File: config.mk
export PLATFORM = sky130hd
export DESIGN_NAME = fp_expander
export DESIGN_NICKNAME = d
export VERILOG_FILES = /design/src/rtl/fp_expander_pkg.sv /design/src/rtl/fp_expander_negate.sv /design/src/rtl/fp_expander.sv
export SDC_FILE = /design/constraint.sdc
export NUM_CORES = 1
export LEC_CHECK = 0
export CORE_UTILIZATION = 25
export CTS_CLUSTER_SIZE = 24
export DETAILED_ROUTE_END_ITERATION = 16
export PLACE_DENSITY_LB_ADDON = 0.1
export SETUP_SLACK_MARGIN = 0.02
export SKIP_CTS_REPAIR_TIMING = 1
export SYNTH_ARGS = -nofsm -noshare
export SYNTH_HDL_FRONTEND = slang
export SYNTH_SLANG_ARGS = --single-unit
File: constraint.sdc
create_clock -name clk -period 2.3 [get_ports clk]
set_input_delay 0.23 -clock clk [delete_from_list [all_inputs] [get_ports clk]]
set_output_delay 0.23 -clock clk [all_outputs]
set_load 0.005 [all_outputs]
File: src/rtl/fp_expander_pkg.sv
// Shared definitions for the float datapath: field positions, widths, FSM states.
package fp_expander_pkg;

  localparam int unsigned FP_EXP_W = 3;
  localparam int unsigned FP_SIG_W = 4;
  localparam int unsigned FP_OUT_W = 12;
  localparam int unsigned FP_IN_W  = 1 + FP_EXP_W + FP_SIG_W;

  localparam int unsigned SIGN_BIT = 7;
  localparam int unsigned EXP_MSB  = 6;
  localparam int unsigned EXP_LSB  = 4;
  localparam int unsigned SIG_MSB  = 3;
  localparam int unsigned SIG_LSB  = 0;

  typedef enum logic [1:0] {
    ST_IDLE  = 2'd0,
    ST_SHIFT = 2'd1,
    ST_OUT   = 2'd2
  } state_t;

endpackage

File: src/rtl/fp_expander_negate.sv
// Combinational conditional two's-complement: y = neg ? -x : x.
module fp_negate #(
  parameter int unsigned W = 12
) (
  input  logic         neg,
  input  logic [W-1:0] x,
  output logic [W-1:0] y
);

  // Negating zero wraps back to zero, so no special case is needed.
  always_comb begin
    y = x;
    if (neg) y = ~x + {{(W-1){1'b0}}, 1'b1};
  end

endmodule

File: src/rtl/fp_expander.sv
// Decodes an S/E3/F4 float code into a 12-bit two's-complement value using
// a serial left shifter; valid/ready handshakes on both sides.
module fp_expander
  import fp_expander_pkg::*;
#(
  parameter int unsigned EXP_W = FP_EXP_W,
  parameter int unsigned SIG_W = FP_SIG_W,
  parameter int unsigned OUT_W = FP_OUT_W
) (
  input  logic                clk,
  input  logic                rst,
  input  logic                in_valid,
  output logic                in_ready,
  input  logic [FP_IN_W-1:0]  in_float,
  output logic                out_valid,
  input  logic                out_ready,
  output logic [OUT_W-1:0]    out_linear
);

  state_t            state;
  state_t            state_nx;
  logic [OUT_W-1:0]  mag;
  logic [OUT_W-1:0]  mag_signed;
  logic [EXP_W-1:0]  count;
  logic              sign;
  logic              accept;

  assign accept = in_valid && in_ready;

  fp_negate #(.W(OUT_W)) u_negate (
    .neg (sign),
    .x   (mag),
    .y   (mag_signed)
  );

  // State register; reset wins over every transition.
  always_ff @(posedge clk) begin
    if (rst) state <= ST_IDLE;
    else     state <= state_nx;
  end

  // Next-state logic.
  always_comb begin
    state_nx = state;
    case (state)
      ST_IDLE:  if (accept) state_nx = ST_SHIFT;
      ST_SHIFT: if (count == '0) state_nx = ST_OUT;
      ST_OUT:   if (out_ready) state_nx = ST_IDLE;
      default:  state_nx = ST_IDLE;
    endcase
  end

  // Handshake outputs are pure functions of the state.
  always_comb begin
    in_ready  = 1'b0;
    out_valid = 1'b0;
    case (state)
      ST_IDLE: in_ready  = 1'b1;
      ST_OUT:  out_valid = 1'b1;
      default: ;
    endcase
  end

  // Datapath: capture on accept, shift once per cycle, latch the signed result.
  always_ff @(posedge clk) begin
    if (rst) begin
      mag        <= '0;
      count      <= '0;
      sign       <= 1'b0;
      out_linear <= '0;
    end else begin
      case (state)
        ST_IDLE: begin
          if (accept) begin
            mag   <= {{(OUT_W-SIG_W){1'b0}}, in_float[SIG_MSB:SIG_LSB]};
            count <= in_float[EXP_MSB:EXP_LSB];
            sign  <= in_float[SIGN_BIT];
          end
        end
        ST_SHIFT: begin
          if (count != '0) begin
            mag   <= {mag[OUT_W-2:0], 1'b0};
            count <= count - 1'b1;
          end else begin
            out_linear <= mag_signed;
          end
        end
        default: ;
      endcase
    end
  end

endmodule

==> flow_metrics.tcl <==
set metrics [dict create \
    crit_arrival_ns 2.08 \
    io_pins 26 \
    setup_viol 0 \
    antenna_found_initial 0 \
    drtIter0Drc 22 \
    overflow 0 \
    htree_levels 2 \
    synthMuxAreaShare_pct 1.391 \
    num_vias 1267 \
    syn_area_per_cell_um2 8.366 \
    final_common_cell "dfxtp_1" \
    min_to "out_linear[10]" \
    synth_top_family_by_area "simple AND/OR/NAND/NOR gates" \
    ir_drop_mv 0.2259 \
    highest_layer "met4" \
    cts.sinks 30 \
    fin_nets 213 \
    yosysSeqAreaShare_pct 41.74 \
    met3_length_um 127 \
    synth_edf_count 0 \
    period_minus_slack_ns 1.899 \
    synth_top_area_share_pct 41.74 \
    clk_latency_ns 0.28 \
    dp_hpwl_um 2470 \
    p_comb_share_pct 26.6 \
    worst_r2r_path_depth 7 \
    netlist_top_cells_area "dfxtp_1 (42%), a211oi_1 (5.7%), nor2_1 (5.5%)" \
    cts_tree "built" \
    wl_um 3343 \
    initial_utilization_pct 25.97 \
    path_class "reg2reg" \
    synthCells 172 \
    synth-compound-area-share_pct 20.78 \
    min_from "out_linear[10]" \
    cts_buffer_depth 2 \
    area_delta_synth_final_pct 29.57 \
    drive_above_1_share_pct 8.040 \
    slew_viol_final 0 \
    worstMarginPinSlew_ns 0.5046 \
    first_pass_iters 4 \
    ys_warn_count 0 \
    synthXorXnorAreaFrac_pct 4.870 \
    p_switching_uw 455.1 \
    core-area_mm2 0.005540 \
    grt_max_degree 19 \
    yosysUniqueCellTypes 36 \
    hold_viol 0 \
    end_kind "flop" \
    hp-class "reg2reg" \
    synth_nets 187 \
    utilization_pct 33.65 \
    port_buffers 25 \
    viasPerCell 4.675 \
    internal_power_mw 1.006 \
    grt_usage_pct 12.29 \
    fillers 606 \
    regArea_um2 600.6 \
    power.leakage_nw 0.6495 \
    finalCritPeriodShare_pct 82.57 \
    timing.slew.headroom_pct 66.32 \
    dieWidth_um 77.87 \
    ys_ff_latch 30 \
    drc 0 \
    grt_pass1_wl_um 5802 \
    clockPowerShare_pct 30.1 \
    drtAntennaViolNets 0 \
    r2r_slack_ns 0.40 \
    cts-root-buf "clkbuf_8" \
    r2r-end "mag[1]" \
    multi_input_area_um2 779.5 \
    wire_per_inst_um 12.34 \
    clk_pin_slew_ns 0.07 \
    clock_skew_ns 0.005866 \
    wl_met1_um 1673 \
    synthFlopType "dfxtp_1" \
    rows 27 \
    grt_pass1_vias 1204 \
    max-cap-violations 0 \
    yosys.area_share.simple_pct 24.52 \
    status "finished, final reports clean" \
    wl_met2_um 1484 \
    seq_power_share_pct 43.2 \
    ys_async_sr_fraction_pct 0 \
    die-area_mm2 0.006063 \
    cp.required_ns 2.48 \
    syn_area_mm2 0.001439 \
    die_y_um 77.87 \
    globalplace.congestion 0.8172 \
    max_freq_mhz 526.6 \
    reg2reg_from "count[0]" \
    fin_setup_tns_ns 0 \
    n_antenna_cell 0 \
    path_max_fanout 13 \
    p_per_area_mw_per_mm2 783.6 \
    rsz0062_at_grt "false" \
    hold_depth 2 \
    layout_common_cells "dfxtp_1 (30), clkdlybuf4s50_1 (25), nor2_1 (21), nand2_1 (19), a21oi_1 (15)" \
    synth_fa_ha_area_share_pct 2.609 \
    cts_made_buffers 5 \
    start_kind "flop" \
    swShare_pct 31.15 \
    yosysTopAreaCell "dfxtp_1" \
]
==> cells by family (layout without fill, tap and decap cells) <==
family | count (synthesis) | in the layout
muxes | 2 | 2
DFF | 30 | 30
buffers and inverters | 15 | 42
AOI/OAI and AO/OA | 44 | 44
and+or+nand+nor | 70 | 70
adders and majority gates | 3 | 3
xor gates and xnor gates | 8 | 8
==> through the flow <==
step	hold slack [ns]	area (um2)	power (mW)	instances	setup WS, ns
after floorplan	0.3739	1439	0.8836	172	0.6293
final	0.4554	1864	1.461	271	0.4009
after detailed placement	0.4522	1773	1.039	263	0.3600
after global placement	0.4422	1773	1.033	263	0.4160
after global routing	0.4896	1864	1.569	271	0.1871
after CTS	0.4602	1864	1.486	271	0.3838
==> worst max-delay path: stages (launching register included) <==
cell and delay (ns):
dfxtp_1 0.33, inv_1 0.07, ha_1 0.18, nor2b_1 0.18
a211oi_2 0.43, buf_4 0.28, nor2_1 0.06, a311oi_1 0.27
==> registers in the layout, indices dropped and copies added (netlist names) <==
| name | count |
|---|---|
| state | 2 |
| count | 3 |
| out_linear | 12 |
| mag | 12 |
| sign | 1 |
==> per-layer routing <==
metal	vias to the layer above	GRT usage [%]
li1	662	-
met1	574	16.13
met2	24	18.94
met3	7	3.176
met4	0	5.094
met5	-	0
==> how the worst max path moves through the flow <==
stage / startpoint / to / slack, ns / cells past startpoint
2_1_floorplan: mag[0] / out_linear[10] / 0.63 / 6
3_3_place_gp: in_valid / mag[1] / 0.42 / 6
3_5_place_dp: in_valid / mag[1] / 0.36 / 6
4_1_cts: count[0] / mag[1] / 0.38 / 7
5_1_grt: count[0] / mag[2] / 0.19 / 7
6_report: count[0] / mag[1] / 0.40 / 7
==> final cells by class <==
type                            count  share of cell area, %
Multi-Input combinational cell    127                  41.81
Sequential cell                    30                  32.21
Timing Repair Buffer               30                  15.44
Tap cell                           72                  4.832
Clock buffer                        7                  4.631
Inverter                            4                 0.8054
Clock inverter                      1                 0.2685
==> Yosys cell counts (2+ instances only) <==
cell      count
buf_2         2
nand2_1      19
nand3_1       7
inv_1         4
xor2_1        7
a211oi_1     11
mux2i_1       2
o31ai_1       4
a21oi_1      15
o21ai_0       2
nor2b_1       5
nand2b_1      3
nand4_1       2
a311oi_1      3
or4_1         4
nor2_1       21
o21ai_1       3
dfxtp_1      30
ha_1          3
clkbuf_1      9
==> power groups by stage <==
stage	Combinational (mW)	Sequential (mW)	Clock [mW]
2_1_floorplan	0.259	0.625	0
3_3_place_gp	0.393	0.640	0
3_5_place_dp	0.395	0.644	0
4_1_cts	0.396	0.632	0.458
5_1_grt	0.445	0.641	0.483
6_report	0.389	0.632	0.440
Note: power is estimated with default switching activity, not from simulation.
